==> src/rtl/sipo_frame_rx.sv <==
//------------------------------------------------------------------------------
// Module  : sipo_frame_rx
// Brief   : Parametrised SIPO receive deserialiser with valid/ready holding stage
// Revision: 1.0 - initial release
//------------------------------------------------------------------------------
`default_nettype none

module sipo_frame_rx #(
  parameter int WIDTH     = 8,
  parameter bit MSB_FIRST = 1'b1,
  parameter int CNT_W     = $clog2(WIDTH + 1)
) (
  input  logic             clock,
  input  logic             reset,
  input  logic             shift_en,
  input  logic             sdata,
  input  logic             frame_start,
  output logic [WIDTH-1:0] out_data,
  output logic             out_valid,
  input  logic             out_ready,
  output logic             overrun,
  input  logic             clear_ovr,
  output logic [CNT_W-1:0] bit_count
);

  localparam logic [CNT_W-1:0] LAST_BIT = CNT_W'(WIDTH - 1);

  logic [WIDTH-1:0] shreg_q, shreg_d;
  logic [CNT_W-1:0] bit_count_q, bit_count_d;
  logic [WIDTH-1:0] out_data_q, out_data_d;
  logic             out_valid_q, out_valid_d;
  logic             overrun_q, overrun_d;

  // shift_word: register with the current bit appended.
  // restart_word: the current bit as the first bit of a freshly resynced frame.
  logic [WIDTH-1:0] shift_word;
  logic [WIDTH-1:0] restart_word;
  logic             complete;

  generate
    if (MSB_FIRST) begin : g_msb_first
      assign shift_word   = {shreg_q[WIDTH-2:0], sdata};
      assign restart_word = {{(WIDTH-1){1'b0}}, sdata};
    end else begin : g_lsb_first
      assign shift_word   = {sdata, shreg_q[WIDTH-1:1]};
      assign restart_word = {sdata, {(WIDTH-1){1'b0}}};
    end
  endgenerate

  assign complete = shift_en && (bit_count_q == LAST_BIT);

  always_comb begin
    shreg_d     = shreg_q;
    bit_count_d = bit_count_q;
    out_data_d  = out_data_q;
    out_valid_d = out_valid_q;
    overrun_d   = overrun_q;

    if (out_valid_q && out_ready) out_valid_d = 1'b0;
    if (clear_ovr) overrun_d = 1'b0;

    // A completing word is accepted only if the holding stage is empty or
    // being drained on this same edge; otherwise it is dropped.
    if (complete) begin
      if (!out_valid_q || out_ready) begin
        out_data_d  = shift_word;
        out_valid_d = 1'b1;
      end else begin
        overrun_d = 1'b1;
      end
    end

    if (frame_start) begin
      shreg_d     = shift_en ? restart_word : '0;
      bit_count_d = shift_en ? CNT_W'(1) : '0;
    end else if (shift_en) begin
      shreg_d     = shift_word;
      bit_count_d = complete ? '0 : bit_count_q + CNT_W'(1);
    end
  end

  always_ff @(posedge clock) begin
    if (reset) begin
      shreg_q     <= '0;
      bit_count_q <= '0;
      out_data_q  <= '0;
      out_valid_q <= 1'b0;
      overrun_q   <= 1'b0;
    end else begin
      shreg_q     <= shreg_d;
      bit_count_q <= bit_count_d;
      out_data_q  <= out_data_d;
      out_valid_q <= out_valid_d;
      overrun_q   <= overrun_d;
    end
  end

  assign out_data  = out_data_q;
  assign out_valid = out_valid_q;
  assign overrun   = overrun_q;
  assign bit_count = bit_count_q;

endmodule

`default_nettype wire

==> config.mk <==
export PLATFORM = sky130hd
export DESIGN_NAME = sipo_frame_rx
export DESIGN_NICKNAME = d
export VERILOG_FILES = /design/src/rtl/sipo_frame_rx.sv
export SDC_FILE = /design/constraint.sdc
export NUM_CORES = 1
export LEC_CHECK = 0
export CAP_MARGIN = 20
export CORE_MARGIN = 10
export CORE_UTILIZATION = 51
export DETAILED_ROUTE_END_ITERATION = 8
export MAX_ROUTING_LAYER = met4
export PLACE_DENSITY = 0.92
export SLEW_MARGIN = 20
export SYNTH_ARGS = -nofsm -noshare
export SYNTH_HDL_FRONTEND = slang
export SYNTH_SLANG_ARGS = --single-unit
==> constraint.sdc <==
create_clock -name clock -period 2.8 [get_ports clock]
set_input_delay 0.56 -clock clock [delete_from_list [all_inputs] [get_ports clock]]
set_output_delay 0.56 -clock clock [all_outputs]
set_load 0.005 [all_outputs]
# [After elaboration in Yosys (flattened, before gate mapping)]
# Index checks and enable logic that the tools add are counted.
[totals] word_cells=26 regBits=21 output_inout_bits=14
[classes] reduce_logical=6 mux=13 n_addsub=1 eq_ne=1
[ops] cell="7-bit two-way mux" count=2
[ops] cell="4-bit two-way mux" count=3
[ops] cell="1-bit two-way mux" count=8
[ops] cell="4-bit by 1-bit adder with 4-bit output (second input constant)" count=1
[ops] cell="4-bit by 3-bit equality test with 1-bit output (second input constant)" count=1
[ops] cell="1-bit logical AND" count=2
[ops] cell="2-bit AND reduction" count=1
[ops] cell="2-bit nonzero test" count=1
[ops] cell="1-bit zero test" count=1
[ops] cell="1-bit logical OR" count=1

# [Depth between registers and ports, before layout]
# Gate-level depths: netlist (run 1).
[logic_depth] ltp_word=5 mapped_depth=5

# [Least setup slack after synthesis (run 1)]
# Ideal clock, no wire load.
[synth_path] path_kind="in2reg" start="in shift_en" end="reg out_data_q[0], in the netlist out_data[0]" setup_slack_ns=1.481 setup_ns=0.072 n_path_buf=2 arrival_ns=1.248 stages=5 required_time_ns=2.728 cell_sequence="buf_4 > nand4b_2 > nor2b_2 > buf_6 > mux2i_1"
[synth_between] elab_chain_len=2
[synth_rtl] element="start: declaration" line="15" rtl="input logic shift_en,"
[synth_rtl] element="1-bit logical AND" line="50" rtl="assign complete = shift_en && (bit_count_q == LAST_BIT);"
[synth_rtl] element="2-bit AND reduction (no line)"
[synth_rtl] element="end signal: assignment" line="92" rtl="out_data_q <= out_data_d;"
[synth_rtl] element="end: declaration" line="30" rtl="logic [WIDTH-1:0] out_data_q, out_data_d;"
# Every way passes these cells.
# A chain may end at the register's enable or synchronous reset.

# [Worst setup path in the final report (run 1)]
[layout_path] start="reg bit_count_q[2], in the netlist bit_count[2]" end="out bit_count[2]"
[layout_rtl] element="start: declaration" line="29" rtl="logic [CNT_W-1:0] bit_count_q, bit_count_d;"
[layout_rtl] element="start signal: assignment" line="91" rtl="bit_count_q <= bit_count_d;"
[layout_rtl] element="end: declaration" line="23" rtl="output logic [CNT_W-1:0] bit_count"
# No word-level cell between the ends.

==> results of run 1 <==
## cell type report
| class | count | area share [%] |
|---|---|---|
| Tap cell | 17 | 1.91 |
| Clock buffer | 4 | 2.36 |
| Inverter | 1 | 0.338 |
| Sequential cell | 21 | 37.8 |
| Multi-Input combinational cell | 62 | 38.9 |
| Timing Repair Buffer | 21 | 18.7 |
## worst reg2reg max path, stage by stage (launching register included)
cell and delay [ps]:
dfxtp_1 410, ha_1 260, nand4b_2 180, nor2b_2 450, mux2i_1 260
## worst max path at each step
stage,to
3_5_place_dp,out_data[3]
3_3_place_gp,out_data[3]
5_1_grt,bit_count[2]
4_1_cts,bit_count[2]
2_1_floorplan,out_data[0]
6_report,bit_count[2]
## cells by family (layout without fill, tap and decap cells)
| family | count (synthesis) | in the layout |
|---|---|---|
| and+or+nand+nor | 39 | 39 |
| buffers and inverters | 7 | 26 |
| muxes | 14 | 14 |
| adders and majority gates | 1 | 1 |
| xor gates and xnor gates | 1 | 1 |
| AOI/OAI and AO/OA | 7 | 7 |
| DFF | 21 | 21 |
## power groups by stage
| stage | logic, mW | registers, mW | clock network [mW] |
|---|---|---|---|
| after floorplan | 0.0206 | 0.310 | 0 |
| after global placement | 0.0347 | 0.310 | 0 |
| after detailed placement | 0.0350 | 0.311 | 0 |
| after CTS | 0.0351 | 0.304 | 0.145 |
| after global routing | 0.0385 | 0.305 | 0.161 |
| final | 0.0350 | 0.304 | 0.142 |
## sequential cells by signal (all words and copies together) (netlist names)
name / flops
out_valid: 1
shreg_q: 7
overrun: 1
out_data: 8
bit_count: 4
## placed cells by master (no fill, tap or decap), drive strengths merged
master and count:
a21oi 6, buf 1, clkbuf 4, clkdlybuf4s50 20
dfxtp 21, ha 1, inv 1, mux2i 14
nand2 2, nand2b 18, nand3 1, nand3b 2
nand4 1, nand4b 1, nor2 8, nor2b 2
nor3b 2, o22ai 1, or2 1, or3 1
xor2 1
## routing by layer
metal,track usage (%),wire length (um)
met1,11.7,776
met2,18.2,933
met3,0.610,48
met4,5.73,27
met5,-,0
==> run summary, run 1 <==
# fillers: 133
Tmin final: 1860 ps
Vias per cell: 5.35
Comb power frac: 7.3%
Root buffer cell: clkbuf_4
Final Non-Filler Cells: 126
HPWL Detailed: 1.30 mm
Cells after DPL: 122
Leak: 0.404 nW
Routed WL per cell: 14.2 um
Crit path DAT: 1300 ps
Worst setup SP type: flip-flop
Status: finished clean
Adder-cell area share of the yosys netlist: 1.40%
CP top delay family: buffers and inverters
R2R Setup Slk: 1170 ps
Pin count of the biggest net entering global routing: 22
Main combinational cell family by area after synthesis: simple AND/OR/NAND/NOR gates
Number of synthesized flops with an enable pin: 0
CTS Hold Bufs: 0
Seq pwr share: 63.2%
Clock power share: 29.5%
Unrepaired setup endpoints after global routing: no
FF+latch area: 420 sq um
Mapped Avg Cell Area: 9.90 sq um
Sequential area share after synthesis: 47.2%
Max-cap viol count: 0
Pre-CTS WS: 801 ps
WP buf/inv: 1
Post-synthesis simple-gate area fraction: 26.3%
Worst r2r src: bit_count[0]
Req. time, crit path: 2240 ps
Crit-path cells: clkdlybuf4s50_1
Vias post-DR: 674
Number of global-route vias before repair: 654
Die H: 61.8 um
Hold Vio Cnt, Final: 0
CTS Buf Count: 3
Power, Total: 0.481 mW
GR Overflow Total: 0
Fmax: 539 MHz
Die width: 61.8 um
Ant. Diodes: 0
Post-layout nets: 118
Max Transition Viols Final: 0
Initial antenna violation count: 0
Multi-input logic area: 432 sq um
Switch share: 21.6%
Synth unique cells: 23
Cell Area, Placed: 1080 sq um
Final Core Density: 65.8%
Xor/xnor cell area share of the yosys netlist: 0.983%
Initial Utilization: 52.7%
R2R depth: 4
Area leader, netlist: dfxtp_1
First-pass GRT wire length: 3.02 mm
Post-cts sizing count: 0
Max-slew headroom: 64.2%
Most used flip-flop cell after synthesis: dfxtp_1
CTS tree: built
Reg2reg end: out_data[7]
Clock latency on the worst-skew pair: 290 ps
H-Tree Depth: 1
Antenna-violating nets left: 0
Worst VDD drop: 0.365 mV
Tcrit/Tclk final: 66.3%
Layout cell share with drive strength beyond 1: 5.50%
1st-pass router iterations: 4
All-Layer GR Usage: 10.5%
Cell area after synthesis: 891 sq um
Top cells by area, synth: dfxtp_1 47%, mux2i_1 16%, nand2b_1 13%
Clock Skew: 0.504 ps
Total routed wirelength: 1.78 mm
Post-synthesis mux area share: 15.7%
Max FO, Critical Path: 5
Top cells by count, synth: 21 x dfxtp_1, 18 x nand2b_1, 14 x mux2i_1
Worst setup EP type: primary output
CP startpoint: bit_count[2]
CP peak stage delay: 550 ps
Mapped Cells: 90
Initial DRC count: 10
Worst slew pin tran: 535 ps
P_sw: 0.104 mW
Hold path cells: 2
Hold Worst Slack: 489 ps
CTS sink count: 21
Post-CTS Setup Repair Bufs: 0
Pwr Density: 433 nW/um^2
Slowest cell on the critical path: clkdlybuf4s50_1
Cell area after layout: 1110 sq um
GP Congestion: 0.756
Hold_sp: out_data[5]
Die ar.: 3820 sq um
Final setup violating endpoints: 0
Crit path kind: flip-flop to primary output
Crit path depth: 1
FFs w/ async S/R, synth: 0%
Top-area cell type share of the netlist area: 47.2%
Worst Hold Class: flip-flop to flip-flop
Cell row count: 15
Number of top-level pins: 21
WHS Endpoint: out_data[5]
Ys Warns: 0
Most common cell in the netlist: dfxtp_1
Syn_nets: 98
Port Buffer Count: 20
CTS max path bufs: 2
Layout area overhead: 24.7%
Post-synthesis compound-gate area fraction: 4.07%
Clk pin slew, worst setup/hold paths: 110 ps
Yosys reg bits: 21
Post-route DRC violation count: 0
Fin worst setup slack: 944 ps
Area of the core: 1690 sq um
Setup TNS Final: 0 ps
Pint: 0.377 mW
Note: power is estimated with default switching activity, not from simulation.
==> inputs of run 2 (changes only) <==
- CORE_UTILIZATION: 51 -> 43
- PLACE_DENSITY: 0.92 -> 0.83
- clock period: 2.8 -> 1.6 ns (I/O delays scaled with it)
==> run 2 against run 1 <==
Clock power grew 75%. Hold slack got worse by 10 ps. Total power grew 76%. Register-to-register slack lost 930 ps. Setup slack worse by 890 ps. Clock skew grew 1.8 ps. Via count is 2.1% lower. Clock-buffer cell count fell by 1. Routed wire length shrank 3.8%. Final cell count up 10%. Core utilization shrank 6.5 points. Sequential cell count stayed put. Critical path type unchanged. Highest routed layer unchanged.
==> run summary, run 2 (same netlist as run 1, synthesis figures left out) <==
Pint: 0.658 mW (was 0.377 mW)
Multi-input logic area: 432 sq um (unchanged)
Comb power frac: 7.5% (was 7.3%)
R2R Setup Slk: 240 ps (was 1170 ps)
Antenna-violating nets left: 0 (unchanged)
Crit path kind: flip-flop to primary output (unchanged)
Die ar.: 4290 sq um (was 3820 sq um)
Post-layout nets: 121 (was 118)
Leak: 0.425 nW (was 0.404 nW)
CTS Hold Bufs: 0 (unchanged)
Clock latency on the worst-skew pair: 300 ps (was 290 ps)
R2R depth: 5 (was 4)
Worst setup SP type: flip-flop (unchanged)
CTS tree: built (unchanged)
Max FFs per register: 8 (unchanged)
Max-slew headroom: 80.1% (was 64.2%)
Pwr Density: 727 nW/um^2 (was 433 nW/um^2)
1st-pass router iterations: 4 (unchanged)
All-Layer GR Usage: 8.32% (was 10.5%)
WP buf/inv: 1 (unchanged)
Hold path cells: 2 (unchanged)
Clk pin slew, worst setup/hold paths: 120 ps (was 110 ps)
First-pass GRT wire length: 2.84 mm (was 3.02 mm)
FF+latch area: 423 sq um (was 420 sq um)
Fin worst setup slack: 52.2 ps (was 944 ps)
Cell row count: 16 (was 15)
CTS max path bufs: 2 (unchanged)
Initial DRC count: 27 (was 10)
Max-cap viol count: 0 (unchanged)
Most frequent cells in the layout: 20 x clkdlybuf4s50_1, 19 x dfxtp_1, 18 x nand2b_1 (was 21 x dfxtp_1, 20 x clkdlybuf4s50_1, 18 x nand2b_1)
Root buffer cell: clkbuf_4 (unchanged)
Ant. Diodes: 0 (unchanged)
Reg2reg end: out_data[3] (was out_data[7])
CTS sink count: 21 (unchanged)
Hold_sp: out_data[2] (was out_data[5])
Die width: 65.5 um (was 61.8 um)
Total routed wirelength: 1.72 mm (was 1.78 mm)
Pin count of the biggest net entering global routing: 20 (was 22)
Number of global-route vias before repair: 619 (was 654)
Die H: 65.5 um (was 61.8 um)
Worst setup EP type: primary output (unchanged)
Switch share: 22.1% (was 21.6%)
GR Overflow Total: 0 (unchanged)
Post-route DRC violation count: 0 (unchanged)
Status: finished clean (unchanged)
Crit path DAT: 1230 ps (was 1300 ps)
GP Congestion: 0.713 (was 0.756)
CP top delay family: buffers and inverters (unchanged)
Clock Skew: 2.35 ps (was 0.504 ps)
Commonest non-fill, non-tap cell in the layout: clkdlybuf4s50_1 (was dfxtp_1)
Req. time, crit path: 1280 ps (was 2240 ps)
Vias post-DR: 660 (was 674)
Number of top-level pins: 21 (unchanged)
H-Tree Depth: 1 (unchanged)
Vias per cell: 4.75 (was 5.35)
Initial Utilization: 45.4% (was 52.7%)
Layout area overhead: 30.5% (was 24.7%)
Hold Vio Cnt, Final: 0 (unchanged)
CTS Buf Count: 3 (unchanged)
Unrepaired setup endpoints after global routing: no (unchanged)
HPWL Detailed: 1.31 mm (was 1.30 mm)
Tmin final: 1550 ps
Worst VDD drop: 0.603 mV (was 0.365 mV)
CP peak stage delay: 530 ps (was 550 ps)
Tcrit/Tclk final: 96.7%
Clock power share: 29.5% (about the same)
Max Transition Viols Final: 0 (unchanged)
Worst slew pin tran: 298 ps (was 535 ps)
Worst Hold Class: flip-flop to flip-flop (unchanged)
Layout cell share with drive strength beyond 1: 10.7% (was 5.50%)
Crit-path cells: clkdlybuf4s50_1 (unchanged)
Setup TNS Final: 0 ps (unchanged)
Max FO, Critical Path: 4 (was 5)
Area of the core: 1960 sq um (was 1690 sq um)
Final setup violating endpoints: 0 (unchanged)
# fillers: 174 (was 133)
Pre-CTS WS: 30.1 ps (was 801 ps)
Seq pwr share: 63.0% (was 63.2%)
Worst r2r src: bit_count[1] (was bit_count[0])
WHS Endpoint: out_data[2] (was out_data[5])
Fmax: 646 MHz
Port Buffer Count: 20 (unchanged)
P_sw: 0.187 mW (was 0.104 mW)
Initial antenna violation count: 0 (unchanged)
Routed WL per cell: 12.3 um (was 14.2 um)
Slowest cell on the critical path: clkdlybuf4s50_1 (unchanged)
-- run 2: power groups by stage --
stage / Sequential [mW] / Clock [mW] / Combinational [mW]
final: 0.533 / 0.249 / 0.0632
after global routing: 0.533 / 0.278 / 0.0698
after CTS: 0.532 / 0.254 / 0.0638
after detailed placement: 0.544 / 0 / 0.0635
after global placement: 0.543 / 0 / 0.0615
after floorplan: 0.543 / 0 / 0.0360
-- run 2: worst max path at each step --
stage | from | depth (start not counted) | end
final | bit_count[1] | 1 | bit_count[1]
after global routing | bit_count[1] | 1 | bit_count[1]
after CTS | bit_count[0] | 1 | bit_count[0]
after detailed placement | shift_en | 5 | out_data[7]
after global placement | shift_en | 5 | out_data[0]
after floorplan | bit_count[0] | 5 | out_data[0]
-- run 2: per-stage QoR --
stage,power (mW),cells,instance area (sq um),utilization [%],hold slack [ps]
after global placement,0.605,135,1130,57.7,460
after CTS,0.850,139,1160,59.2,481
after floorplan,0.579,90,891,-,451
after detailed placement,0.607,135,1130,57.7,459
final,0.845,139,1160,59.2,478
after global routing,0.881,139,1160,59.2,501
-- run 2: what timing repair did --
action                                 in CTS  in global routing
endpoints found under the hold margin       0                  0
buffers inserted                            0                  0
gates resized for setup                     1                  1
setup endpoints to repair                   1                  1
-- run 2: final cells by class --
type	count	area share [%]
Tap cell	27	2.91
Multi-Input combinational cell	62	37.1
Clock buffer	3	1.94
Clock inverter	1	0.431
Sequential cell	21	36.4
Timing Repair Buffer	24	20.9
Inverter	1	0.323
-- run 2: layer usage --
metal  wire, um  global-route usage, %  vias to the layer above
li1           -                      -                      342
met4         25                   4.01                        0
met2        844                   13.3                       17
met3        123                   2.71                        2
met5          0                      -                        -
met1        723                   9.13                      299
==> inputs of run 3 (changes only) <==
- CAP_MARGIN: 20 -> unset
- CORE_UTILIZATION: 43 -> 30
- PLACE_DENSITY: 0.83 -> 0.65
==> run 3 against run 2 <==
Sequential cell count is the same. Sequential power hardly changed. Largest power group unchanged. Cell area grew 1.3%. Highest routed layer is now met3. Maximum frequency grew 1.1%. Combinational power up 5.1%.
==> run summary, run 3 (same netlist as run 1, synthesis figures left out) <==
CTS max path bufs: 2 (unchanged)
Commonest non-fill, non-tap cell in the layout: clkdlybuf4s50_1 (unchanged)
Fmax: 653 MHz (was 646 MHz)
Fin worst setup slack: 68.5 ps (was 52.2 ps)
Clock latency on the worst-skew pair: 310 ps (was 300 ps)
Crit path DAT: 1210 ps (was 1230 ps)
Most frequent cells in the layout: 20 x clkdlybuf4s50_1, 19 x dfxtp_1, 18 x nand2b_1 (unchanged)
CP peak stage delay: 520 ps (was 530 ps)
Post-layout nets: 124 (was 121)
CP top delay family: buffers and inverters (unchanged)
Tcrit/Tclk final: 95.7% (was 96.7%)
Req. time, crit path: 1280 ps (about the same)
Max-slew headroom: 79.8% (was 80.1%)
Worst VDD drop: 0.354 mV (was 0.603 mV)
Initial Utilization: 31.8% (was 45.4%)
Worst setup SP type: flip-flop (unchanged)
Number of global-route vias before repair: 686 (was 619)
Port Buffer Count: 20 (unchanged)
Die ar.: 5550 sq um (was 4290 sq um)
Final setup violating endpoints: 0 (unchanged)
Power, Total: 0.852 mW (was 0.845 mW)
Post-CTS Setup Repair Bufs: 0 (unchanged)
Initial antenna violation count: 0 (unchanged)
Pin count of the biggest net entering global routing: 18 (was 20)
Layout area overhead: 32.2% (was 30.5%)
All-Layer GR Usage: 7.62% (was 8.32%)
Tmin final: 1530 ps (was 1550 ps)
Leak: 0.438 nW (was 0.425 nW)
CTS Hold Bufs: 0 (unchanged)
CTS tree: built (unchanged)
Seq pwr share: 62.5% (was 63.0%)
Post-route DRC violation count: 0 (unchanged)
CTS Buf Count: 3 (unchanged)
Post-cts sizing count: 0 (was 1)
Die H: 74.5 um (was 65.5 um)
Initial DRC count: 36 (was 27)
CTS sink count: 21 (unchanged)
Max FFs per register: 8 (unchanged)
Worst setup EP type: primary output (unchanged)
Area of the core: 2810 sq um (was 1960 sq um)
HPWL Detailed: 1.45 mm (was 1.31 mm)
Total routed wirelength: 1.88 mm (was 1.72 mm)
Switch share: 22.5% (was 22.1%)
GR Overflow Total: 0 (unchanged)
H-Tree Depth: 1 (unchanged)
Clock power share: 29.7% (was 29.5%)
Pint: 0.660 mW (was 0.658 mW)
Die width: 74.5 um (was 65.5 um)
First-pass GRT wire length: 3.16 mm (was 2.84 mm)
Number of top-level pins: 21 (unchanged)
P_sw: 0.192 mW (was 0.187 mW)
Worst slew pin tran: 303 ps (was 298 ps)
WP buf/inv: 1 (unchanged)
Pre-CTS WS: -12.6 ps (was 30.1 ps)
Antenna-violating nets left: 0 (unchanged)
Root buffer cell: clkbuf_4 (unchanged)
Crit path kind: flip-flop to primary output (unchanged)
Max FO, Critical Path: 5 (was 4)
Ant. Diodes: 0 (unchanged)
1st-pass router iterations: 4 (unchanged)
Max-cap viol count: 0 (unchanged)
Unrepaired setup endpoints after global routing: no (unchanged)
GP Congestion: 0.779 (was 0.713)
Slowest cell on the critical path: clkdlybuf4s50_1 (unchanged)
Max Transition Viols Final: 0 (unchanged)
Hold Vio Cnt, Final: 0 (unchanged)
Routed WL per cell: 12.8 um (was 12.3 um)
Pwr Density: 723 nW/um^2 (was 727 nW/um^2)
Vias per cell: 4.62 (was 4.75)
Clock Skew: 11.8 ps (was 2.35 ps)
Vias post-DR: 674 (was 660)
Cell row count: 19 (was 16)
# fillers: 286 (was 174)
Layout cell share with drive strength beyond 1: 13.0% (was 10.7%)
Clk pin slew, worst setup/hold paths: 120 ps (about the same)
Comb power frac: 7.8% (was 7.5%)
Worst Hold Class: flip-flop to flip-flop (unchanged)
Crit-path cells: clkdlybuf4s50_1 (unchanged)
Status: finished clean (unchanged)
[run 3: cell count changes in the layout (fill, tap and decap cells not counted)]
cell and change:
buf_12 -1, buf_4 +4
[run 3: path summary, 6_finish.rpt]
path,startpoint,endpoint,slack (ps),cells after the start
hold reg to reg,out_data[1],out_data[1],480,2
setup reg to reg,bit_count[1],out_data[5],290,5
hold / removal,out_data[1],out_data[1],480,2
setup / recovery,bit_count[3],bit_count[3],70,1
[run 3: power groups by stage]
stage	clock (mW)	sequential (mW)	combinational [mW]
floorplan	0	0.543	0.0360
global placement	0	0.543	0.0655
detailed placement	0	0.543	0.0672
CTS	0.266	0.532	0.0676
global route	0.291	0.533	0.0726
finish	0.253	0.532	0.0664
[run 3: area by class of cell]
| class | instances | area, sq um | share of cell area (%) |
|---|---|---|---|
| clock buffer | 3 | 22.5 | 1.91 |
| clock inverter | 1 | 5.00 | 0.425 |
| inverter | 1 | 3.75 | 0.319 |
| multi-input combinational | 62 | 432 | 36.7 |
| sequential | 21 | 423 | 35.9 |
| tap | 31 | 38.8 | 3.29 |
| timing repair buffer | 27 | 253 | 21.5 |
[run 3: routing by layer]
| metal | global-route usage, % | wire [um] |
|---|---|---|
| met4 | 2.52 | 0 |
| met3 | 3.06 | 69 |
| met5 | - | 0 |
| met2 | 12.2 | 976 |
| met1 | 8.45 | 830 |
[run 3: stage by stage]
stage                     utilization, %  instances  setup TNS [ps]  cell area (sq um)  hold slack (ps)
final                               42.0        146               0               1180              482
after detailed placement            40.9        142           -30.4               1150              467
after global placement              40.9        142               0               1150              457
after global routing                42.0        146               0               1180              507
after floorplan                        -         90               0                891              451
after CTS                           41.9        146               0               1170              486
